**src/rtl/array_13_ctrl.sv**
```systemverilog
// Request-side controller for the 32x2 single-port masked array macro.
// Arbitrates write/read requests onto RW0, zero-fills after reset.
module array_13_ctrl #(
  parameter int ADDR_WIDTH  = 5,
  parameter int DATA_WIDTH  = 2,
  parameter int RESP_DEPTH  = 2,
  parameter bit INIT_ENABLE = 1'b1
) (
  input  logic                  clock,
  input  logic                  reset_n,
  input  logic                  wr_valid,
  output logic                  wr_ready,
  input  logic [ADDR_WIDTH-1:0] wr_addr,
  input  logic [DATA_WIDTH-1:0] wr_mask,
  input  logic [DATA_WIDTH-1:0] wr_data,
  input  logic                  rd_valid,
  output logic                  rd_ready,
  input  logic [ADDR_WIDTH-1:0] rd_addr,
  output logic                  resp_valid,
  input  logic                  resp_ready,
  output logic [DATA_WIDTH-1:0] resp_data,
  output logic                  init_done,
  output logic                  mem_en,
  output logic                  mem_wmode,
  output logic [ADDR_WIDTH-1:0] mem_addr,
  output logic [DATA_WIDTH-1:0] mem_wmask,
  output logic [DATA_WIDTH-1:0] mem_wdata,
  input  logic [DATA_WIDTH-1:0] mem_rdata
);

  localparam int PW =
    (RESP_DEPTH > 1) ? $clog2(RESP_DEPTH) : 1;
  localparam int CW = $clog2(RESP_DEPTH + 2);
  localparam logic [CW-1:0] DEPTH_C =
    CW'(RESP_DEPTH);
  localparam logic [PW-1:0] LAST_P =
    PW'(RESP_DEPTH - 1);

  // BOOT holds the reset-time outputs for one cycle
  typedef enum logic [1:0] {
    BOOT,
    INIT,
    RUN
  } state_t;

  state_t                state_q;
  state_t                state_d;
  logic [ADDR_WIDTH-1:0] init_addr_q;
  logic                  init_done_q;
  logic                  rd_first_q;
  logic                  inflight_q;
  logic [DATA_WIDTH-1:0] fifo_q [RESP_DEPTH];
  logic [PW-1:0]         head_q;
  logic [PW-1:0]         tail_q;
  logic [CW-1:0]         count_q;

  logic          run;
  logic          push;
  logic          pop;
  logic [CW-1:0] credit;
  logic          rd_elig;
  logic          rd_want;
  logic          wr_fire;
  logic          rd_fire;
  logic          conflict;

  function automatic logic [PW-1:0] nxt(
    input logic [PW-1:0] p
  );
    return (p == LAST_P) ? '0 : p + 1'b1;
  endfunction

  assign run        = state_q == RUN;
  assign push       = inflight_q;
  assign resp_valid = count_q != '0;
  assign resp_data  = fifo_q[head_q];
  assign pop        = resp_valid & resp_ready;
  assign init_done  = init_done_q;

  assign credit  = count_q + CW'(inflight_q);
  assign rd_elig = run & ((credit < DEPTH_C) |
                   ((credit == DEPTH_C) & pop));
  assign rd_want = rd_valid & rd_elig;

  // rd_first_q=1: read wins the next conflict
  assign rd_ready = rd_elig &
                    (~wr_valid | rd_first_q);
  assign wr_ready = run &
                    ~(rd_want & rd_first_q);

  assign wr_fire  = wr_valid & wr_ready;
  assign rd_fire  = rd_valid & rd_ready;
  assign conflict = wr_valid & rd_want;

  always_comb begin
    state_d   = state_q;
    mem_en    = 1'b0;
    mem_wmode = 1'b0;
    mem_addr  = '0;
    mem_wmask = '0;
    mem_wdata = '0;
    unique case (state_q)
      BOOT: begin
        state_d = INIT_ENABLE ? INIT : RUN;
      end
      INIT: begin
        mem_en    = 1'b1;
        mem_wmode = 1'b1;
        mem_addr  = init_addr_q;
        mem_wmask = '1;
        if (&init_addr_q) state_d = RUN;
      end
      RUN: begin
        unique case (1'b1)
          wr_fire: begin
            mem_en    = 1'b1;
            mem_wmode = 1'b1;
            mem_addr  = wr_addr;
            mem_wmask = wr_mask;
            mem_wdata = wr_data;
          end
          rd_fire: begin
            mem_en   = 1'b1;
            mem_addr = rd_addr;
          end
          default: ;
        endcase
      end
      default: state_d = BOOT;
    endcase
  end

  always_ff @(posedge clock or negedge reset_n) begin
    if (!reset_n) begin
      state_q     <= BOOT;
      init_addr_q <= '0;
      init_done_q <= 1'b0;
      rd_first_q  <= 1'b0;
      inflight_q  <= 1'b0;
    end else begin
      state_q     <= state_d;
      init_done_q <= init_done_q |
                     (state_d == RUN);
      if (state_q == INIT)
        init_addr_q <= init_addr_q + 1'b1;
      if (conflict)
        rd_first_q <= ~rd_first_q;
      inflight_q <= rd_fire;
    end
  end

  // macro read data lands one edge after issue
  always_ff @(posedge clock or negedge reset_n) begin
    if (!reset_n) begin
      for (int i = 0; i < RESP_DEPTH; i++)
        fifo_q[i] <= '0;
      head_q  <= '0;
      tail_q  <= '0;
      count_q <= '0;
    end else begin
      if (push) begin
        fifo_q[tail_q] <= mem_rdata;
        tail_q         <= nxt(tail_q);
      end
      if (pop)
        head_q <= nxt(head_q);
      count_q <= count_q + CW'(push) - CW'(pop);
    end
  end

  a_no_overflow: assert property (
    @(posedge clock) disable iff (!reset_n)
    !(push && count_q == DEPTH_C)
  );

  a_one_grant: assert property (
    @(posedge clock) disable iff (!reset_n)
    !(wr_fire && rd_fire)
  );

endmodule

```
**config.mk**
```make
export PLATFORM = sky130hd
export DESIGN_NAME = array_13_ctrl
export DESIGN_NICKNAME = d
export VERILOG_FILES = /design/src/rtl/array_13_ctrl.sv
export SDC_FILE = /design/constraint.sdc
export NUM_CORES = 1
export LEC_CHECK = 0
export CAP_MARGIN = 20
export CELL_PAD_IN_SITES_DETAIL_PLACEMENT = 1
export CELL_PAD_IN_SITES_GLOBAL_PLACEMENT = 2
export CORE_MARGIN = 2
export CORE_UTILIZATION = 24
export CTS_CLUSTER_SIZE = 40
export DETAILED_ROUTE_END_ITERATION = 7
export GPL_TIMING_DRIVEN = 1
export PLACE_DENSITY = 0.72
export SLEW_MARGIN = 5
export SYNTH_ARGS = -nofsm -noshare
export SYNTH_HDL_FRONTEND = slang
export SYNTH_SLANG_ARGS = --single-unit
```
**constraint.sdc**
```tcl
create_clock -name clock -period 2 [get_ports clock]
set_clock_uncertainty 0.1 [all_clocks]
set_input_delay 0.3 -clock clock [delete_from_list [all_inputs] [get_ports clock]]
set_output_delay 0.3 -clock clock [all_outputs]
set_load 0.05 [all_outputs]
```
After elaboration in Yosys (flattened, before gate mapping)
Cells that the tools add are included.
- bitwise operators: 18
- magnitude comparators: 4
- muxes and demuxes: 20
- eq/ne operators: 4
- reductions and logical operators: 5
- add/sub/neg operators: 5
- operators by type and width (operator ; count):
    one-hot mux 5 bit (2 select lines) ; 2
    2-to-1 mux 2 bit ; 8
    bitwise AND 1 bit ; 10
    equality test 2 bit (second input constant) ; 3
    one-hot mux 2 bit (3 select lines) ; 1
    adder 5 x 1 -> 5 bit (second input constant) ; 1
    AND reduction 5 bit ; 1
    bitwise mux 4 bit ; 1
    greater-or-equal comparator 2 bit (second input constant) ; 2
    2-to-1 mux 1 bit ; 4
    NOT 1 -> 2 bit ; 2
    one-hot mux 1 bit (2 select lines) ; 2
    one-hot mux 2 bit (2 select lines) ; 1
    NOT 1 bit ; 3
    bitwise OR 1 bit ; 3
    adder 1 bit (second input constant) ; 2
    adder 2 x 1 -> 2 bit ; 1
    demux 2 bit (select 1 bit) ; 1
    equality test 2 x 1 -> 1 bit (second input constant) ; 1
    zero test 2 bit ; 1
    < comparator 2 x 1 -> 1 bit (second input constant) ; 1
    < comparator 2 bit (second input constant) ; 1
    nonzero test 2 bit ; 1
    OR reduction 2 bit ; 1
    other kinds (2) ; 2
- bits of input ports: 21
- output and inout bits: 17
- word-level logic and storage cells: 66
- flip-flop bits (word level): 18

Longest topological paths before layout
- depth after elaboration: 13
- depth in mapped cells: 7

Worst setup path after synthesis
No wires, ideal clock.
- path type: reg-to-output
- from: reg count_q[0]
- to: out wr_ready
- cell stages (with the launch flop): 5
- data arrival time: 2.130 ns
- required time: 1.600 ns
- setup slack: -0.530 ns
- cell sequence: dfrtp_1 > ha_1 > nand2b_1 > a221oi_4 > a21boi_0
- cells in the longest elaborated chain, start to end: 9
- elaborated cells on any way between the ends: 12
- ends and longest elaborated chain (element ; RTL line ; source):
    start, declared ; 55 ; logic [CW-1:0] count_q;
    start signal, assigned ; 167 ; count_q <= count_q + CW'(push) - CW'(pop);
    adder 2 x 1 -> 2 bit / nonzero test 2 bit (equally long branches) ; 80, 75 ;
    equality test 2 bit / bitwise AND 1 bit (equally long branches) ; 82, 77 ;
    bitwise AND 1 bit ; 82 ; ((credit == DEPTH_C) & pop));
    bitwise OR 1 bit * ; 81 ; assign rd_elig = run & ((credit < DEPTH_C) |
    bitwise AND 1 bit * ; 81 ;
    bitwise AND 1 bit * ; 83 ; assign rd_want = rd_valid & rd_elig;
    bitwise AND 1 bit * ; 89 ; ~(rd_want & rd_first_q);
    NOT 1 bit * ; 89 ;
    bitwise AND 1 bit * ; 88 ; assign wr_ready = run &
    end, declared ; 12 ; output logic wr_ready,
Mark *: on every way between the ends. The rest lies on a longest branch, timed or not.

Final worst setup path
- from: reg inflight_q
- to: out mem_addr[4]
- cells in the longest elaborated chain, start to end: 12
- elaborated cells on any way between the ends: 15
- ends and longest elaborated chain (element ; RTL line ; source):
    start, declared ; 51 ; logic inflight_q;
    start signal, assigned ; 148 ; inflight_q <= rd_fire;
    adder 2 x 1 -> 2 bit * ; 80 ; assign credit = count_q + CW'(inflight_q);
    equality test 2 bit ; 82 ;
    bitwise AND 1 bit ; 82 ;
    bitwise OR 1 bit * ; 81 ;
    bitwise AND 1 bit * ; 81 ;
    bitwise AND 1 bit ; 83 ;
    bitwise AND 1 bit ; 89 ;
    NOT 1 bit ; 89 ;
    bitwise AND 1 bit ; 88 ;
    bitwise AND 1 bit ; 91 ; assign wr_fire = wr_valid & wr_ready;
    one-hot mux 5 bit (2 select lines) * ; 114 ; unique case (1'b1)
    one-hot mux 5 bit (2 select lines) * ; 102 ; unique case (state_q)
    end, declared ; 25 ; output logic [ADDR_WIDTH-1:0] mem_addr,
Marks and branches as above.

==> results.cfg <==
[outcome]
status = finished with violations
violations = setup timing

[routing]
drc = 0
avgViaCountPerCell = 4.64
ant_nets = 0
drt_iter0_drc = 7
wl_per_cell_um = 14.4
wirelength_um = 3010
num_vias = 969
firstDrtPassIters = 2

[sta]
max_freq_ghz = 0.391
maxSlewViolCount = 0
hold_ws_ps = 285
relSlewSlack_pct = 66.8
fin_ws_ps = -557
tns_ps = -6100
rsz0062_at_grt = yes
hold_violations = 0
worstMarginPinSlew_ps = 496
final-setup-viol-count = 13
period_share_pct = 128
min_period_ps = 2560

[synth]
netlist_instances = 98
synth_cell_type_count = 30
syn_area_um2 = 1090
synth_flop_cell = dfrtp_1
syn-num-nets = 127
ys_ff_latch = 18
synth_edf_count = 0
ys_seq_area_share_pct = 41.3
avgSynthCellArea_um2 = 11.1
yosysWarningCount = 0
synth-async-reset-ratio_pct = 100

[setup_path]
cp.arrival_ps = 2160
r2r.worst_path.cells = 6
end_kind = output port
worst-setup-path-type = reg -> out
start_kind = register
path_max_fanout = 6
crit_required_ps = 1600

[pwr]
p_leak_nw = 0.895
total_power_mw = 2.42
peakVddDrop_mv = 0.470
power_density_nw_per_um2 = 1310

[clock_network]
clock_latency_ps = 260
h-tree-depth = 1
cts.sinks = 18
cts_hold_buf = 0
clk_pin_slew_ps = 70
cts_tree = built
clock-root-buffer = clkbuf_8
clk_path_buf_depth = 2
cts_buffers = 3

[final_layout]
layout_commonest_cell = buf_4
syn_to_final_growth_pct = 69.6
drive_above_1_share_pct = 42.0
final_area_um2 = 1850
fin_nets = 187
final_cells = 209
diodes = 0
final_cell_mix = buf_4, clkdlybuf4s50_1, dfrtp_1
postLayoutCoreUtil_pct = 42.4

[global_routing]
overflow = 0
grt_pass1_vias = 1089
antenna_found_initial = 0
grt_max_degree = 19
grt_pass1_wl_um = 5090
grt_use_total_pct = 12.4

[die]
core_um2 = 4350
die_w_um = 71.4
dieArea_um2 = 5100
rows = 24
die_y_um = 71.4
start_util_pct = 25.0
io_pins = 38

[placed_design]
pre_cts_ws_ps = -424
place.gp.congestion = 0.722
place_area_um2 = 1720
hpwl_um = 2350
numPortBuffers = 37
placed_cells = 202

[min_path]
hp-class = in -> async

[flow_run]
max_cap_viol_count = 0
-- metal layers --
metal / track usage, % / vias up / part of all wire [%]
met4: 1.26 / 0 / 0.17
met1: 14.0 / 478 / 39
li1: - / 469 / -
met5: 0 / - / 0
met3: 3.38 / 2 / 4.2
met2: 24.0 / 20 / 57
-- cell usage after synthesis (all sizes together), types with 3 or more instances --
cell   number  share of area [%]
and3        9                5.2
inv         7                2.4
nor2b       3                1.7
xnor2       5                4.0
a21oi       4                2.2
mux2        8                8.3
ha          8                9.2
xor2        3                2.4
nand2       3                1.0
a221o       5                4.6
dfrtp      18                 41
and2        3                1.7
-- worst max-delay path, cell delays in order (launching register included) --
cell and delay (ps):
dfrtp_1 410, ha_4 250, nand3b_4 160, a221oi_4 370, a21oi_4 140, a221o_2 400, buf_12 160
-- timing repair --
item,CTS,global route
endpoints found under the hold margin,0,0
setup endpoints to repair,13,13
gates resized for setup,6,4
pin swaps,2,2
buffers inserted,3,0
-- state kept, by name (all words and copies together) (netlist names) --
name	cells
init_addr_q	5
fifo_q	4
count_q	2
state_q	2
head_q	1
inflight_q	1
init_done	1
rd_first_q	1
tail_q	1
-- final timing paths --
kind	startpoint	end	slack, ps
max in group asynchronous	reset_n	init_addr_q[0]	1310
setup reg to reg	inflight_q	rd_first_q	160
setup / recovery	inflight_q	mem_addr[4]	-560
hold reg to reg	init_done	init_done	380
hold / removal	reset_n	fifo_q[2]	280
min in group clock	init_done	init_done	380
-- final cells by class --
type                            count  area [um2]
Clock buffer                        4        55.1
Fill cell                         473        2510
Inverter                            7        26.3
Multi-Input combinational cell     71         664
Sequential cell                    18         450
Tap cell                           52        65.1
Timing Repair Buffer               57         587
-- cell families after synthesis --
kind of cell / count (synthesis) / synth area share [%]
xor+xnor: 8 / 6.43
fa+ha+maj: 8 / 9.19
mux: 8 / 8.27
simple gates: 29 / 17.2
compound gates: 18 / 14.5
buf+inv: 9 / 3.10
flops: 18 / 41.3
-- report_power, final --
| part | internal (mW) | switching [mW] | leakage (nW) | total, mW |
|---|---|---|---|---|
| combinational | 0.774 | 0.793 | 0.646 | 1.57 |
| sequential | 0.471 | 0.0806 | 0.220 | 0.552 |
| clock | 0.175 | 0.128 | 0.0288 | 0.303 |
(Power assumes the default switching activity.)
==> edit 1: new RTL, same flow settings <==
Change the parameter `INIT_ENABLE` from 1'b1 to 1'b0.
--- a/src/rtl/array_13_ctrl.sv
+++ b/src/rtl/array_13_ctrl.sv
@@ -5,5 +5,5 @@
   parameter int DATA_WIDTH  = 2,
   parameter int RESP_DEPTH  = 2,
-  parameter bit INIT_ENABLE = 1'b1
+  parameter bit INIT_ENABLE = 1'b0
 ) (
   input  logic                  clock,
Function: changed (Yosys sat finds a counterexample within 4 cycles, from zero or initial values and one cycle with reset_n low).
==> edit 1 against the original RTL <==
- the flow still finishes with violations (setup timing)
- power grew 7.7%
- cell area grew 6.4%
- sequential share of layout area shrank 1.5 points
- setup slack gained 0.097 ns
- worst hold slack lost 0.025 ns
- synthesized area shrank 3.1%
- routed wire length shrank 1.3%
- final cell count grew 0.96%
- sequential cell count is the same
- critical path type unchanged
- critical endpoint is now mem_addr[1]
- largest cell class unchanged
==> edit 1: results (changes against the original RTL) <==
[logic_synthesis]
synthMuxAreaShare_pct=8.531  ; +0.26 points
seq_area_frac_synth_pct=42.65  ; +1.3 points
synth_commonest_cells=dfrtp_1, ha_1, mux2_2
avgSynthCellArea_um2=10.89  ; -2.1%
synthAdderAreaFrac_pct=10.66  ; +1.5 points
synth_xor_xnor_area_share_pct=6.635  ; +0.21 points
yosysUniqueCellTypes=27  ; -10%
synth_compound_area_share_pct=15.88  ; +1.4 points
synth_edf_count=0  ; unchanged

[drt]
viasPerCell=4.545  ; -2.0%
wl_met2_um=1455  ; -15%
drtIter0Drc=22  ; +15
met1_length_um=1357  ; +17%

[power]
internal-power_w=0.001526  ; +7.5%
clk-power_w=0.000238  ; -21%
comb-power_w=0.00182  ; +16%
peakVddDrop_mv=0.6839  ; +45%

[sta]
tns_ns=-4.587  ; +1.509 ns
setup_viol=12  ; -1
worst_slack_ns=-0.4603  ; +0.09671 ns
worst_pin_slew_ns=0.5012  ; +0.004822 ns

[placement]
placed_cell_area_mm2=0.001779  ; +3.7%
dpl.cell_count=203  ; +0.50%
pre_cts_ws_ns=-0.3220  ; +0.1024 ns
gp_congestion=0.7585  ; +5.1%

[outcome]
violations=setup timing
status=complete, but fails checks

[cells_and_area]
reg_top3=init_addr_q x5, fifo_q x4
nFillCells=479  ; +1.3%
layout-drive-gt1-share_pct=47.17  ; +5.1 points
fin_nets=191  ; +2.1%
instances_no_fill=211  ; +0.96%

[global_routing]
grt_max_degree=12  ; -7
grt_first_pass_wirelength_um=5133  ; +0.81%
grt_use_total_pct=12.89  ; +0.46 points

[critical_path]
crit_fanout=7  ; +1
cp.arrival_ns=2.06  ; -0.10 ns

[clock_network]
cts_htree_levels=1  ; unchanged
clk-insertion-delay-late_ns=0.24  ; -0.02 ns

## edit 1: changes by cell type after synthesis, sizes merged, moves of 2 or more
cell / change
nand3: -2
o21ai: +3
and3: -3
nand2b: -2
nor2: +5
## edit 1: worst reg2reg max path, stage by stage (launching register included)
cell and delay [ns]:
dfrtp_1 0.42, ha_4 0.27, nor2b_4 0.15, buf_6 0.11
o211ai_1 0.12, buf_4 0.18, buf_4 0.13, nor2_1 0.12
xor2_1 0.16
## edit 1: what timing repair did
| action | CTS | global route |
|---|---|---|
| buffers inserted | 5 | 5 |
| resized for setup | 16 | 3 |
| endpoints found under the setup margin | 13 | 13 |
| pin swaps | 13 | 4 |
## edit 1: logic make-up (layout without fill, tap and decap cells)
logic type | count (synthesis) | count (layout)
simple gates | 25 | 25
compound gates | 21 | 21
buf+inv | 8 | 70
fa+ha+maj | 9 | 9
flops | 18 | 18
mux | 8 | 8
xor+xnor | 8 | 8
## edit 1: cell type report
class                   instances  area [um^2]  area share (%)
multi-input cells              71        699.4           35.56
well taps                      52        65.06           3.308
flip-flops and latches         18        450.4           22.90
inverters                       6        22.52           1.145
clock buffers                   3        41.29           2.099
repair buffers                 61        688.2           34.99
## edit 1: final timing paths
| check | end | slack (ns) | cells after the start |
|---|---|---|---|
| min in group clock | init_done | 0.36 | 1 |
| max in group asynchronous | state_q[1] | 1.06 | 2 |
| setup / recovery | mem_addr[1] | -0.46 | 7 |
| hold / removal | tail_q | 0.26 | 1 |
| setup reg to reg | rd_first_q | 0.18 | 8 |
| hold reg to reg | init_done | 0.36 | 1 |
## edit 1: metal layers
metal	up-vias	track usage [%]
li1	471	-
met1	455	15.60
met2	31	22.96
met3	2	1.587
met4	0	5.128
met5	-	0
==> edit 2: new RTL, same flow settings <==
Without the edit above. Make the reset (`reset_n`) synchronous in 2 clocked blocks.
--- a/src/rtl/array_13_ctrl.sv
+++ b/src/rtl/array_13_ctrl.sv
@@ -131,5 +131,5 @@
   end
 
-  always_ff @(posedge clock or negedge reset_n) begin
+  always_ff @(posedge clock) begin
     if (!reset_n) begin
       state_q     <= BOOT;
@@ -151,5 +151,5 @@
 
   // macro read data lands one edge after issue
-  always_ff @(posedge clock or negedge reset_n) begin
+  always_ff @(posedge clock) begin
     if (!reset_n) begin
       for (int i = 0; i < RESP_DEPTH; i++)
Function: differs if reset_n is asserted again (counterexample within 4 cycles, from zero or initial values and one cycle with reset_n low); with reset_n held inactive, the same outputs for 10 cycles.
==> edit 2 against the original RTL <==
- the flow still finishes with violations (setup timing)
- sequential cell count up 1
- synthesized cell count increased by 20%
- core utilization down 0.086 points
- setup slack better by 0.14 ns
- fmax increased by 6.0%
- cell area down 0.20%
- register-to-register slack better by 0.04 ns
- critical path depth grew 1
- routed wire length fell by 1.5%
- synthesized area decreased by 0.23%
- largest cell class unchanged
Power is not compared: it rests on default switching activity, and its combinational part moved more than twofold at a synthesized area within 25%.
==> edit 2: results (changes against the original RTL) <==
[cells_and_area]
layout-drive-gt1-share_pct=34.71  ; -7.3 points
antenna_cells=0  ; unchanged
reg_top3=init_addr_q x5, fifo_q x4
top_register=init_addr_q
fin_nets=200  ; +7.0%

[critical_path]
max_stage_delay_ns=0.39  ; -0.02 ns
crit_fanout=7  ; +1
rr_endpoint=rd_first_q
cp.arrival_ns=2.01  ; -0.15 ns
reg2reg_setup_slack_ns=0.20  ; +0.04 ns
critPathTopFamily=compound AO/OA/AOI/OAI gates
cp_slowest_cell=or3b_4
critPathLaunch=inflight_q
r2r_cells=6  ; unchanged
reg2reg_from=inflight_q

[logic_synthesis]
synth_area_leaders=dfxtp_1, edfxtp_1, ha_1, a221o_2, nor2_1
seq_area_frac_synth_pct=38.67  ; -2.7 points
yosysUniqueCellTypes=32  ; +6.7%
synth_warnings=0  ; unchanged
syn_inst=118  ; +20%
synthArstFlopShare_pct=0  ; -100 points
synth_edf_count=4  ; +4
synth_top_cell_area_share_pct=27.62  ; -14 points
synth_commonest_cells=dfxtp_1, nor2_1, nand2_1
mappedNetlistNets=147  ; +16%

[power]
peakVddDrop_mv=0.1913
p_leak_nw=0.7784
switching_share_pct=31.19

[placement]
hpwl_um=2393  ; +2.0%
gp_congestion=0.7473  ; +3.5%
portBuffers=37  ; unchanged
placed_cell_area_mm2=0.001764  ; +2.8%

[sta]
worst_slack_ns=-0.4126  ; +0.1444 ns
worst_pin_slew_ns=0.4886  ; -0.007767 ns
setup_viol=12  ; -1
tns_ns=-4.241  ; +1.855 ns

[drt]
finalWirelength_um=2960  ; -1.5%
wl_per_cell_um=13.33  ; -7.3%
first_pass_iters=5  ; +3
drtIter0Drc=19  ; +12
viasPerCell=4.559  ; -1.7%

[global_routing]
grt_first_pass_wirelength_um=5209  ; +2.3%
grt_max_degree=13  ; -6
grt_antenna_before_repair=0  ; unchanged
grt_pass1_vias=1134  ; +4.1%
grt_use_total_pct=12.93  ; +0.50 points

[worst_hold_path]
hp-start=init_done
hold_path_depth=2
worstHoldPathType=reg -> reg
whs_endpoint=init_done

[outcome]
status=complete, but fails checks
violations=setup timing

[clock_network]
clockRootBuffer=clkbuf_8
cts_buffer_depth=2  ; unchanged
clk_pin_slew_ns=0.08
cts-buffers-inserted=3  ; unchanged
cts_htree_levels=1  ; unchanged
clk-insertion-delay-late_ns=0.26  ; about the same

==> edit 2: cell types whose count changed after synthesis, moves of 4 or more <==
cell	unedited run	this run
a221o_1	5	0
nor2_1	1	15
nand2_1	3	9
mux2_2	8	2
o21ai_0	2	7
dfrtp_1	18	0
a221o_2	0	5
dfxtp_1	0	15
edfxtp_1	0	4
==> edit 2: cell families after synthesis <==
logic type / after synthesis / synth area share, %
fa+ha+maj: 8 / 9.206
mux: 4 / 3.912
xor+xnor: 6 / 5.525
buf+inv: 12 / 4.142
compound gates: 24 / 17.84
simple gates: 45 / 20.71
flops: 19 / 38.67
==> edit 2: power by group through the flow <==
stage | Combinational (W) | Sequential, W | Clock [W]
2_1_floorplan | 0.000174 | 0.000440 | 0
3_3_place_gp | 0.000303 | 0.000440 | 0
3_5_place_dp | 0.000312 | 0.000443 | 0
4_1_cts | 0.000313 | 0.000434 | 0.000293
5_1_grt | 0.000340 | 0.000437 | 0.000312
6_report | 0.000311 | 0.000433 | 0.000282
==> edit 2: worst reg2reg max path, cell delays in order, from the launching register on <==
cell      delay [ns]
dfxtp_2         0.34
ha_4            0.16
xnor2_2         0.24
o211ai_1        0.21
buf_4           0.19
or3_1           0.34
a21oi_1         0.14
==> edit 2: metrics by stage <==
step / hold slack [ns] / setup WS [ns]
2_1_floorplan: 0.3564 / -0.1353
6_report: 0.3652 / -0.4126
4_1_cts: 0.3786 / -0.4046
3_3_place_gp: 0.3429 / -0.3556
3_5_place_dp: 0.3583 / -0.3580
5_1_grt: 0.4011 / -0.4815
==> edit 2: worst max path at each step <==
stage          slack (ns)     endpoint
6_report            -0.41  mem_addr[1]
2_1_floorplan       -0.14  mem_addr[0]
3_5_place_dp        -0.36  mem_addr[1]
3_3_place_gp        -0.36  mem_addr[4]
5_1_grt             -0.48  mem_addr[1]
4_1_cts             -0.40  mem_addr[1]
==> edit 2: repair_timing <==
action | CTS | global route
hold buffers | 0 | 0
resized for setup | 6 | 1
pin swaps | 3 | 1
endpoints found under the setup margin | 13 | 13
endpoints found under the hold margin | 0 | 0
buffers inserted | 2 | 0
==> edit 2: cell type report <==
class	instances	area, um^2
fill	499	2510
multi-input combinational	87	666.9
timing repair buffer	52	610.6
sequential	19	422.9
tap	52	65.06
clock buffer	3	41.29
inverter	8	30.03
clock inverter	1	7.507
==> edit 2: routing by layer <==
layer  global-route usage (%)  share of wire (%)
met5                        0                  0
met3                    2.532                3.8
met2                    23.56                 53
met1                    15.29                 42
met4                    3.774               0.78
